### src/rtl/arm_multicycle_if.sv
// Unified instruction/data memory port of the multicycle core.
// master (core side): drives mem_req, mem_we, mem_addr, mem_wdata;
//                     samples mem_rdata and mem_ready.
// slave (memory side): the mirror image.
interface arm_multicycle_if #(
  parameter int unsigned WIDTH = 12
);
  logic             mem_req;
  logic             mem_we;
  logic [WIDTH-1:0] mem_addr;
  logic [WIDTH-1:0] mem_wdata;
  logic [WIDTH-1:0] mem_rdata;
  logic             mem_ready;

  modport master (
    output mem_req, mem_we, mem_addr, mem_wdata,
    input  mem_rdata, mem_ready
  );

  modport slave (
    input  mem_req, mem_we, mem_addr, mem_wdata,
    output mem_rdata, mem_ready
  );
endinterface

### src/rtl/arm_multicycle.sv
// Multicycle 4-register ARM-like core sharing one memory port for fetch and load/store.
// Ports:
//   clk        - clock, rising edge
//   reset      - synchronous active-low reset
//   bus        - memory port (master): req/we/addr/wdata out, rdata/ready in
//   instr_done - one-cycle pulse on the last cycle of each instruction
//   pc         - current PC register
module arm_multicycle #(
  parameter int unsigned WIDTH = 12
) (
  input  logic             clk,
  input  logic             reset,
  arm_multicycle_if.master bus,
  output logic             instr_done,
  output logic [WIDTH-1:0] pc
);

  localparam int unsigned ImmW = WIDTH - 8;
  localparam int unsigned OffW = WIDTH - 4;
  localparam logic [WIDTH-1:0] One = {{(WIDTH-1){1'b0}}, 1'b1};

  typedef enum logic [2:0] {StFetch, StDecode, StExec, StMem, StWb} state_e;

  state_e           state_q, state_d;
  logic             run_q;
  logic [WIDTH-1:0] pc_q, pc_d, ir_q, ir_d;
  logic [WIDTH-1:0] a_q, a_d, b_q, b_d, res_q, res_d;
  logic [3:0]       flags_q, flags_d;  // {N, Z, C, V}
  logic [WIDTH-1:0] regs_q [4];
  logic             rf_we;

  logic [1:0] op, fn, rd, rn, rm;
  assign op = ir_q[WIDTH-1:WIDTH-2];
  assign fn = ir_q[WIDTH-3:WIDTH-4];
  assign rd = ir_q[WIDTH-5:WIDTH-6];
  assign rn = ir_q[WIDTH-7:WIDTH-8];
  assign rm = ir_q[1:0];

  logic [WIDTH-1:0] imm_zx, off_sx;
  assign imm_zx = {{8{1'b0}}, ir_q[ImmW-1:0]};
  assign off_sx = {{4{ir_q[OffW-1]}}, ir_q[OffW-1:0]};

  // run_q holds requests off until reset has been sampled high once, so every
  // bus output is a function of registered state only.
  logic access, accept;
  assign access = run_q && ((state_q == StFetch) || (state_q == StMem));
  assign accept = access && bus.mem_ready;

  logic [WIDTH:0]   sum, diff;
  logic [WIDTH-1:0] alu_res;
  logic             alu_c, alu_v;
  assign sum  = {1'b0, a_q} + {1'b0, b_q};
  assign diff = {1'b0, a_q} - {1'b0, b_q};

  always_comb begin
    alu_res = sum[WIDTH-1:0];
    alu_c   = 1'b0;
    alu_v   = 1'b0;
    case (fn)
      2'b00: begin
        alu_res = sum[WIDTH-1:0];
        alu_c   = sum[WIDTH];
        alu_v   = (a_q[WIDTH-1] == b_q[WIDTH-1]) && (sum[WIDTH-1] != a_q[WIDTH-1]);
      end
      2'b01: begin
        alu_res = diff[WIDTH-1:0];
        alu_c   = ~diff[WIDTH];  // no borrow
        alu_v   = (a_q[WIDTH-1] != b_q[WIDTH-1]) && (diff[WIDTH-1] != a_q[WIDTH-1]);
      end
      2'b10:   alu_res = a_q & b_q;
      default: alu_res = a_q | b_q;
    endcase
  end

  logic taken;
  always_comb begin
    case (fn)
      2'b00:   taken = 1'b1;
      2'b01:   taken = flags_q[2];
      2'b10:   taken = ~flags_q[2];
      default: taken = flags_q[3] ^ flags_q[0];
    endcase
  end

  always_comb begin
    state_d    = state_q;
    pc_d       = pc_q;
    ir_d       = ir_q;
    a_d        = a_q;
    b_d        = b_q;
    res_d      = res_q;
    flags_d    = flags_q;
    rf_we      = 1'b0;
    instr_done = 1'b0;
    unique case (state_q)
      StFetch: begin
        if (accept) begin
          ir_d    = bus.mem_rdata;
          pc_d    = pc_q + One;
          state_d = StDecode;
        end
      end
      StDecode: begin
        a_d     = regs_q[rn];
        b_d     = (op == 2'b00) ? regs_q[rm] : imm_zx;
        state_d = StExec;
      end
      StExec: begin
        case (op)
          2'b00, 2'b01: begin
            res_d   = alu_res;
            flags_d = {alu_res[WIDTH-1], alu_res == '0, alu_c, alu_v};
            state_d = StWb;
          end
          2'b10: begin
            res_d   = sum[WIDTH-1:0];  // effective address
            state_d = StMem;
          end
          default: begin
            if (taken) pc_d = pc_q + off_sx;
            instr_done = 1'b1;
            state_d    = StFetch;
          end
        endcase
      end
      StMem: begin
        if (accept) begin
          if (fn[0]) begin
            res_d   = bus.mem_rdata;
            state_d = StWb;
          end else begin
            instr_done = 1'b1;
            state_d    = StFetch;
          end
        end
      end
      StWb: begin
        rf_we      = 1'b1;
        instr_done = 1'b1;
        state_d    = StFetch;
      end
      default: state_d = StFetch;
    endcase
  end

  always_ff @(posedge clk) begin
    if (!reset) begin
      state_q <= StFetch;
      run_q   <= 1'b0;
      pc_q    <= '0;
      ir_q    <= '0;
      a_q     <= '0;
      b_q     <= '0;
      res_q   <= '0;
      flags_q <= '0;
      for (int i = 0; i < 4; i++) regs_q[i] <= '0;
    end else begin
      state_q <= state_d;
      run_q   <= 1'b1;
      pc_q    <= pc_d;
      ir_q    <= ir_d;
      a_q     <= a_d;
      b_q     <= b_d;
      res_q   <= res_d;
      flags_q <= flags_d;
      if (rf_we) regs_q[rd] <= res_q;
    end
  end

  assign bus.mem_req   = access;
  assign bus.mem_we    = run_q && (state_q == StMem) && !fn[0];
  assign bus.mem_addr  = !run_q ? '0 : ((state_q == StMem) ? res_q : pc_q);
  assign bus.mem_wdata = (run_q && (state_q == StMem)) ? regs_q[rd] : '0;
  assign pc            = pc_q;

endmodule
### src/flat_wrapper.sv
// flat-port wrapper written by rule: the top's interface ports become plain ports
module arm_multicycle_flat 
#(
  parameter int unsigned WIDTH = 12
)
  (clk, reset, instr_done, pc, bus_mem_req, bus_mem_we, bus_mem_addr, bus_mem_wdata, bus_mem_rdata, bus_mem_ready);
  arm_multicycle_if #(.WIDTH(WIDTH)) bus_i ();
  input  logic clk;
  input  logic reset;
  output logic instr_done;
  output logic [WIDTH-1:0] pc;
  output wire logic [$bits(bus_i.mem_req)-1:0] bus_mem_req;
  output wire logic [$bits(bus_i.mem_we)-1:0] bus_mem_we;
  output wire logic [$bits(bus_i.mem_addr)-1:0] bus_mem_addr;
  output wire logic [$bits(bus_i.mem_wdata)-1:0] bus_mem_wdata;
  input wire logic [$bits(bus_i.mem_rdata)-1:0] bus_mem_rdata;
  input wire logic [$bits(bus_i.mem_ready)-1:0] bus_mem_ready;
  assign bus_mem_req = bus_i.mem_req;
  assign bus_mem_we = bus_i.mem_we;
  assign bus_mem_addr = bus_i.mem_addr;
  assign bus_mem_wdata = bus_i.mem_wdata;
  assign bus_i.mem_rdata = bus_mem_rdata;
  assign bus_i.mem_ready = bus_mem_ready;
  arm_multicycle #(.WIDTH(WIDTH)) u_core (.clk(clk), .reset(reset), .bus(bus_i), .instr_done(instr_done), .pc(pc));
endmodule
### config.mk
export PLATFORM = sky130hd
export DESIGN_NAME = arm_multicycle_flat
export DESIGN_NICKNAME = d
export VERILOG_FILES = /design/src/rtl/arm_multicycle_if.sv /design/src/rtl/arm_multicycle.sv /design/src/flat_wrapper.sv
export SDC_FILE = /design/constraint.sdc
export NUM_CORES = 1
export LEC_CHECK = 0
export ABC_AREA = 1
export BUFFER_PORTS_ARGS = -buffer_cell sky130_fd_sc_hd__buf_2
export CORE_AREA = 2 2 149 151
export CTS_BUF_LIST = sky130_fd_sc_hd__clkbuf_4 sky130_fd_sc_hd__clkbuf_8 sky130_fd_sc_hd__clkbuf_16
export DETAILED_ROUTE_END_ITERATION = 10
export DIE_AREA = 0 0 151 153
export GPL_TIMING_DRIVEN = 0
export SLEW_MARGIN = 20
export SYNTH_ARGS = -nofsm -noshare
export SYNTH_HDL_FRONTEND = slang
export SYNTH_SLANG_ARGS = --single-unit
export TNS_END_PERCENT = 30
### constraint.sdc
create_clock -name clk -period 6.83 [get_ports clk]
set_clock_uncertainty 0.05 [all_clocks]
set_input_delay 1.0245 -clock clk [delete_from_list [all_inputs] [get_ports clk]]
set_output_delay 1.0245 -clock clk [all_outputs]
set_load 0.005 [all_outputs]
==> results.cfg, run 1 <==
[die]
fp.dieW_um = 151
io_pins = 54
core-area_mm2 = 0.0215
initial_core_util_pct = 38.6
die-area_mm2 = 0.0231
placementRows = 54
die_h_um = 153

[logic_synthesis]
synth_nets = 1252
synth.cell_area_mm2 = 0.00828
syn_inst = 1183
yosysWarnings = 0
yosys.area.top_type_share_pct = 17.4
yosys.area.top_type = edfxtp_1
ys_seq_area_share_pct = 34.6
yosysUniqueCellTypes = 43
postSynthAreaPerCell_um2 = 7.00
synth.top_cells.by_area = edfxtp_1 (17%), dfxtp_1 (17%), o21ai_0 (9.3%), nand2_1 (8.4%), a21oi_1 (8.4%)
yosys_register_bits = 119

[place]
place.gp.congestion = 0.965
place_inst = 1518
port_buffers = 53
dpl.hpwl_mm = 21.8

[clocking]
cts_resized = 0
cts_root_buf = clkbuf_16
clock-sinks = 119
clk_latency_ns = 0.43
post_cts_buffers = 0
numCtsBuffers = 17
hold_buffers = 0
htree_levels = 4
cts_tree = built
clkSlewWorstSetupHoldPaths_ns = 0.05
cts.path.max_buffers = 2

[hold_path]
min_path_type = register to register
hold-path-endpoint = u_core.res_q[9]$_SDFFE_PN0P_
worstHoldStart = u_core.res_q[9]$_SDFFE_PN0P_
holdPathStages = 2

[pwr]
switching_power_uw = 668
seqPwrFrac_pct = 37.8
comb_power_share_pct = 21.1
power_frac_clock_pct = 41.1
worst_ir_drop_vdd_v = 0.000177
p_int_uw = 1490
leakagePower_uw = 0.00407
p_sw_share_pct = 31.0
pwr_density_cell_mw_per_mm2 = 227

[timing]
period_share_pct = 48.6
post-route-min-period_ns = 3.32
hold_viol_final = 0
slew_violations = 0
relSlewSlack_pct = 46.3
tightestPinTransition_ns = 0.803
setup_tns_ns = 0
rsz0062_at_grt = no
setup_viol = 0
fmax_mhz = 301
whs_ns = 0.421

[worst_setup_path]
r2r-start = u_core.ir_q[4]$_SDFFE_PN0P_
crit_family = buffers and inverters
path_cells = nand3_4 > nor2_1 > inv_1 > clkbuf_1 > a21oi_1 > buf_2
r2r_cells = 11
critPathSlowestCell = dfxtp_1
slowest_delay_ns = 0.47
r2r_end = u_core.pc[8]$_SDFFE_PN0P_
r2r_slack_ns = 3.95
cp.arrival_ns = 2.25
path_class = register to output port
startpoint_type = register
path_max_fanout = 10
worstPathRequired_ns = 5.76
cp_num_buf_inv = 3
end_kind = output port

[layout]
multi_input_area_mm2 = 0.00454
final_layout_size_suffix_gt1_share_pct = 10.7
final_cells = 1550
nNetsFinal = 1326
register_area_mm2 = 0.00286
fin_util_pct = 44.3
syn_to_final_growth_pct = 14.8
fillers = 2300
n_antenna_cell = 0

[drt]
drc = 0
drt-pass1-iter-count = 6
ant_nets = 0
avgViaCountPerCell = 5.32
drtIter0Drc = 628
via_count = 8247
drt-total-wl_mm = 27.2
wire_per_inst_um = 17.5

[global_route]
grt_use_total_pct = 23.8
overflow = 0
antenna_found_initial = 0
grt_pass1_vias = 7605
grt_pass1_wl_mm = 42.0
grt_max_degree = 17

[run_status]
outcome = complete, no violations

[run]
maxCapViolCount = 0
[cells in the mapped netlist]
| master | instances |
|---|---|
| a211oi_1 | 3 |
| a21oi_1 | 139 |
| a21oi_2 | 6 |
| a221oi_1 | 4 |
| a221oi_2 | 2 |
| a31oi_1 | 3 |
| and2_1 | 1 |
| and3_1 | 1 |
| buf_1 | 1 |
| buf_2 | 11 |
| buf_6 | 4 |
| clkbuf_1 | 45 |
| clkinv_1 | 1 |
| clkinv_2 | 1 |
| dfxtp_1 | 71 |
| edfxtp_1 | 48 |
| fa_1 | 3 |
| ha_1 | 51 |
| inv_1 | 155 |
| inv_2 | 4 |
| inv_4 | 1 |
| nand2_1 | 186 |
| nand2_2 | 4 |
| nand3_1 | 62 |
| nand3_4 | 2 |
| nand4_1 | 16 |
| nor2_1 | 128 |
| nor2_2 | 3 |
| nor2_4 | 1 |
| nor2_8 | 1 |
| nor3_1 | 14 |
| nor3_4 | 1 |
| nor4_1 | 2 |
| o211ai_1 | 21 |
| o21ai_0 | 154 |
| o21ai_1 | 7 |
| o21ai_2 | 2 |
| o21bai_1 | 3 |
| o221ai_1 | 1 |
| o31ai_1 | 2 |
| or2_2 | 5 |
| xnor2_1 | 1 |
| xor2_1 | 12 |
[layer usage]
| metal | share of wire [%] | GRT usage (%) | vias up | wire length [µm] |
|---|---|---|---|---|
| met3 | 5.7 | 4.06 | 43 | 1550 |
| met2 | 44 | 36.0 | 275 | 12000 |
| met5 | 0 | 0 | - | 0 |
| met4 | 2.9 | 7.88 | 0 | 775 |
| met1 | 47 | 34.3 | 3829 | 12900 |
| li1 | - | - | 4100 | - |
[per-stage QoR]
| stage | cell area, µm² | power (µW) | setup WS [ns] |
|---|---|---|---|
| floorplan | 8280 | 1130 | 4.20 |
| global placement | 8900 | 1270 | 3.42 |
| detailed placement | 8920 | 1280 | 3.43 |
| CTS | 9510 | 2160 | 3.54 |
| global route | 9510 | 2260 | 3.35 |
| finish | 9510 | 2160 | 3.51 |
[final cells by class]
class / count / area share (%)
multi-input combinational: 841 / 47.7
sequential: 119 / 30.1
inverter: 162 / 6.43
clock buffer: 25 / 5.49
tap: 280 / 3.68
timing repair buffer: 55 / 2.95
buffer: 61 / 2.87
clock inverter: 7 / 0.724
[placed cells by master, fill, tap and decap left out, drive strengths merged, types with 21 or more instances in the layout]
master  netlist  layout
a21oi       145     145
buf          16      71
clkbuf       45      70
dfxtp        71      71
edfxtp       48      48
ha           51      51
inv         160     160
nand2       190     190
nand3        64      64
nor2        133     133
o211ai       21      21
o21ai       163     163
[cell families (layout without fill, tap and decap cells)]
logic type | after synthesis | count (layout) | share of synthesized area, %
AND/OR/NAND/NOR | 427 | 427 | 22.2
AO/OA/AOI/OAI | 347 | 347 | 22.7
flip-flops | 119 | 119 | 34.6
XOR/XNOR | 13 | 13 | 1.37
adder cells (fa/ha/maj) | 54 | 54 | 8.43
buffers and inverters | 223 | 310 | 10.7
[state kept, by name, indices dropped and copies added (netlist names), named ones only]
signal,count
u_core.a_q,12
u_core.res_q,12
u_core.b_q,12
u_core.state_q,3
u_core.run_q,1
u_core.ir_q,12
u_core.pc,12
u_core.regs_q,48
u_core.flags_q,3
[power by group through the flow]
stage | combinational (µW) | clock (µW) | sequential, µW
3_3_place_gp | 445 | 0 | 828
4_1_cts | 450 | 896 | 814
5_1_grt | 508 | 929 | 819
3_5_place_dp | 447 | 0 | 829
2_1_floorplan | 310 | 0 | 817
6_report | 456 | 886 | 815
[worst max path at each step]
stage	from	to	slack, ns	depth (start not counted)
6_report	u_core.state_q[0]$_SDFFE_PN0P_	bus_mem_wdata[6]	3.51	6
5_1_grt	u_core.state_q[0]$_SDFFE_PN0P_	bus_mem_wdata[6]	3.35	6
4_1_cts	u_core.state_q[2]$_SDFFE_PN0P_	bus_mem_addr[11]	3.54	6
3_5_place_dp	reset	u_core.regs_q[1][8]$_SDFFCE_PN0P_	3.43	9
3_3_place_gp	reset	u_core.regs_q[1][8]$_SDFFCE_PN0P_	3.42	9
2_1_floorplan	reset	u_core.regs_q[0][0]$_SDFFCE_PN0P_	4.20	8
[worst reg2reg max path: stages (launching register included)]
cell      delay, ns
dfxtp_1        0.29
clkbuf_1       0.21
inv_1          0.21
clkbuf_1       0.48
nor2_1         0.12
ha_1           0.40
nand2_1        0.10
o21ai_0        0.34
a21oi_1        0.10
o21ai_0        0.21
xor2_1         0.17
a21oi_1        0.08
(Power assumes the default switching activity.)
==> run 2: changes to the inputs <==
ABC_AREA = 0   (was 1)
CORE_AREA = 2 2 147 149   (was 2 2 149 151)
DIE_AREA = 0 0 149 151   (was 0 0 151 153)
clock period = 3.11 ns   (was 6.83 ns; I/O delays follow)
==> results.cfg, run 2 <==
[logic_synthesis]
synth_nets = 935
synth_edf_count = 48
yosysMostFrequentCell = nand2_1
postSynthAreaPerCell_um2 = 9.32
synth.top_cells.by_area = edfxtp_1 (18%), dfxtp_1 (18%), mux4_2 (11%), ha_1 (7.9%), nand2_1 (5.3%)
async_reset_ff_share_pct = 0
yosysWarnings = 0
yosys.area.top_type_share_pct = 17.9
yosys.area.top_type = edfxtp_1
ys.flop_type = dfxtp_1
yosys_register_bits = 119
synth.cell_area_mm2 = 0.00807
synth_common_cells = nand2_1 (115), dfxtp_1 (71), nor2_1 (70), and2_1 (55)
syn_inst = 866
ys_seq_area_share_pct = 35.5
yosysUniqueCellTypes = 72

[drt]
via_count = 6943
avgViaCountPerCell = 5.63
drt-total-wl_mm = 24.7
wire_per_inst_um = 20.0
drc = 0
ant_nets = 0
drt-pass1-iter-count = 6
drtIter0Drc = 568

[die]
io_pins = 54
initial_core_util_pct = 38.8
placementRows = 53
die_h_um = 151
fp.dieW_um = 149
die-area_mm2 = 0.0225
core-area_mm2 = 0.0208

[clocking]
htree_levels = 4
clk_latency_ns = 0.42
numCtsBuffers = 17
cts_tree = built
cts_root_buf = clkbuf_16
clock-sinks = 119
cts.path.max_buffers = 2
clkSlewWorstSetupHoldPaths_ns = 0.06

[worst_setup_path]
startpoint_type = register
path_max_fanout = 10
worstPathRequired_ns = 3.39
r2r_slack_ns = 0.02
end_kind = register
cp.arrival_ns = 3.37
path_class = register to register

[timing]
rsz0062_at_grt = yes
slew_violations = 0
tightestPinTransition_ns = 1.05
fmax_mhz = 323
post-route-min-period_ns = 3.09
fin_ws_ns = 0.0153
setup_tns_ns = 0
hold_viol_final = 0
setup_viol = 0
period_share_pct = 99.5
relSlewSlack_pct = 29.7

[place]
port_buffers = 53
place.gp.congestion = 0.903
dpl.hpwl_mm = 18.3
pre_cts_slack_ns = -0.324
place_area_mm2 = 0.00872

[global_route]
grt_max_degree = 17
overflow = 0
antenna_found_initial = 0
grt_use_total_pct = 22.4
grt_pass1_wl_mm = 38.4
grt_pass1_vias = 6679

[run]
maxCapViolCount = 0

[hold_path]
min_path_type = input port to register

[layout]
multi_input_area_mm2 = 0.00500
largest_reg_flops = 48
n_antenna_cell = 0
nNetsFinal = 1015
final_area_mm2 = 0.00967
layout_common_cells = nand2_1 (115), nor2_1 (69), dfxtp_1 (61), buf_2 (57), and2_1 (54)
register_area_mm2 = 0.00289
final_layout_size_suffix_gt1_share_pct = 21.9
fin_util_pct = 46.4
final_common_cell = nand2_1
syn_to_final_growth_pct = 19.8
max_flop_register = u_core.regs_q
fillers = 2003

[pwr]
total_power_uw = 4420
pwr_density_cell_mw_per_mm2 = 457
worst_ir_drop_vdd_v = 0.000325
leakagePower_uw = 0.00380

[run_status]
outcome = complete, no violations
==> run 2: cell type report <==
class | instances | area share, %
clock buffers | 26 | 5.77
flip-flops and latches | 119 | 29.8
plain buffers | 57 | 2.74
multi-input cells | 639 | 51.7
clock inverters | 6 | 0.841
inverters | 48 | 1.93
repair buffers | 64 | 3.60
well taps | 275 | 3.56
==> run 2: through the flow <==
stage | std cells | hold WS (ns)
floorplan | 866 | 0.391
global placement | 1194 | 0.422
detailed placement | 1194 | 0.425
CTS | 1229 | 0.182
global route | 1234 | 0.182
finish | 1234 | 0.189
==> run 2: worst max-delay path: stages, from the launching register on <==
cell and delay (ns):
dfxtp_2 0.32, buf_6 0.13, nand2b_4 0.17, or3_1 0.32, ha_2 0.20, fa_2 0.35
a21o_1 0.18, a21oi_2 0.18, o21bai_1 0.09, a21oi_2 0.19, o21bai_2 0.11, a21oi_2 0.16
or4b_1 0.45, o311ai_1 0.10
==> run 2: power breakdown <==
group | total [µW] | internal, µW | leakage, µW | switching, µW
clock network | 2110 | 1400 | 0.000324 | 713
registers | 1730 | 1670 | 0.00108 | 60.4
logic | 579 | 239 | 0.00240 | 340
==> run 2: cells by family (layout without fill, tap and decap cells) <==
logic type / Yosys count / count (layout) / share of synthesized area, %
buffers and inverters: 108 / 201 / 5.26
DFF: 119 / 119 / 35.5
muxes: 60 / 60 / 13.7
xor gates and xnor gates: 27 / 27 / 2.93
AOI/OAI and AO/OA: 179 / 179 / 14.9
adders and majority gates: 54 / 54 / 8.65
and+or+nand+nor: 319 / 319 / 19.1
==> run 2: layer usage <==
layer	part of all wire (%)	vias to the layer above	GRT usage [%]
li1	-	3264	-
met1	44	3387	29.7
met2	49	255	37.9
met3	5.1	37	3.49
met4	1.7	0	6.95
met5	0	-	0
==> run 2: final timing paths <==
check / from / end / depth (start not counted)
hold / removal: reset / u_core.run_q$_DFF_P_ / 1
setup reg to reg: u_core.state_q[2]$_SDFFE_PN0P_ / u_core.pc[8]$_SDFFE_PN0P_ / 13
hold reg to reg: u_core.pc[11]$_SDFFE_PN0P_ / u_core.pc[11]$_SDFFE_PN0P_ / 2
setup / recovery: u_core.state_q[2]$_SDFFE_PN0P_ / u_core.pc[8]$_SDFFE_PN0P_ / 13
==> run 2: repair_timing <==
action / in CTS / in global routing
endpoints found under the setup margin: 21 / 27
buffers inserted: 4 / 7
resized for setup: 28 / 41
pin swaps: 11 / 25
hold buffers: 0 / 0
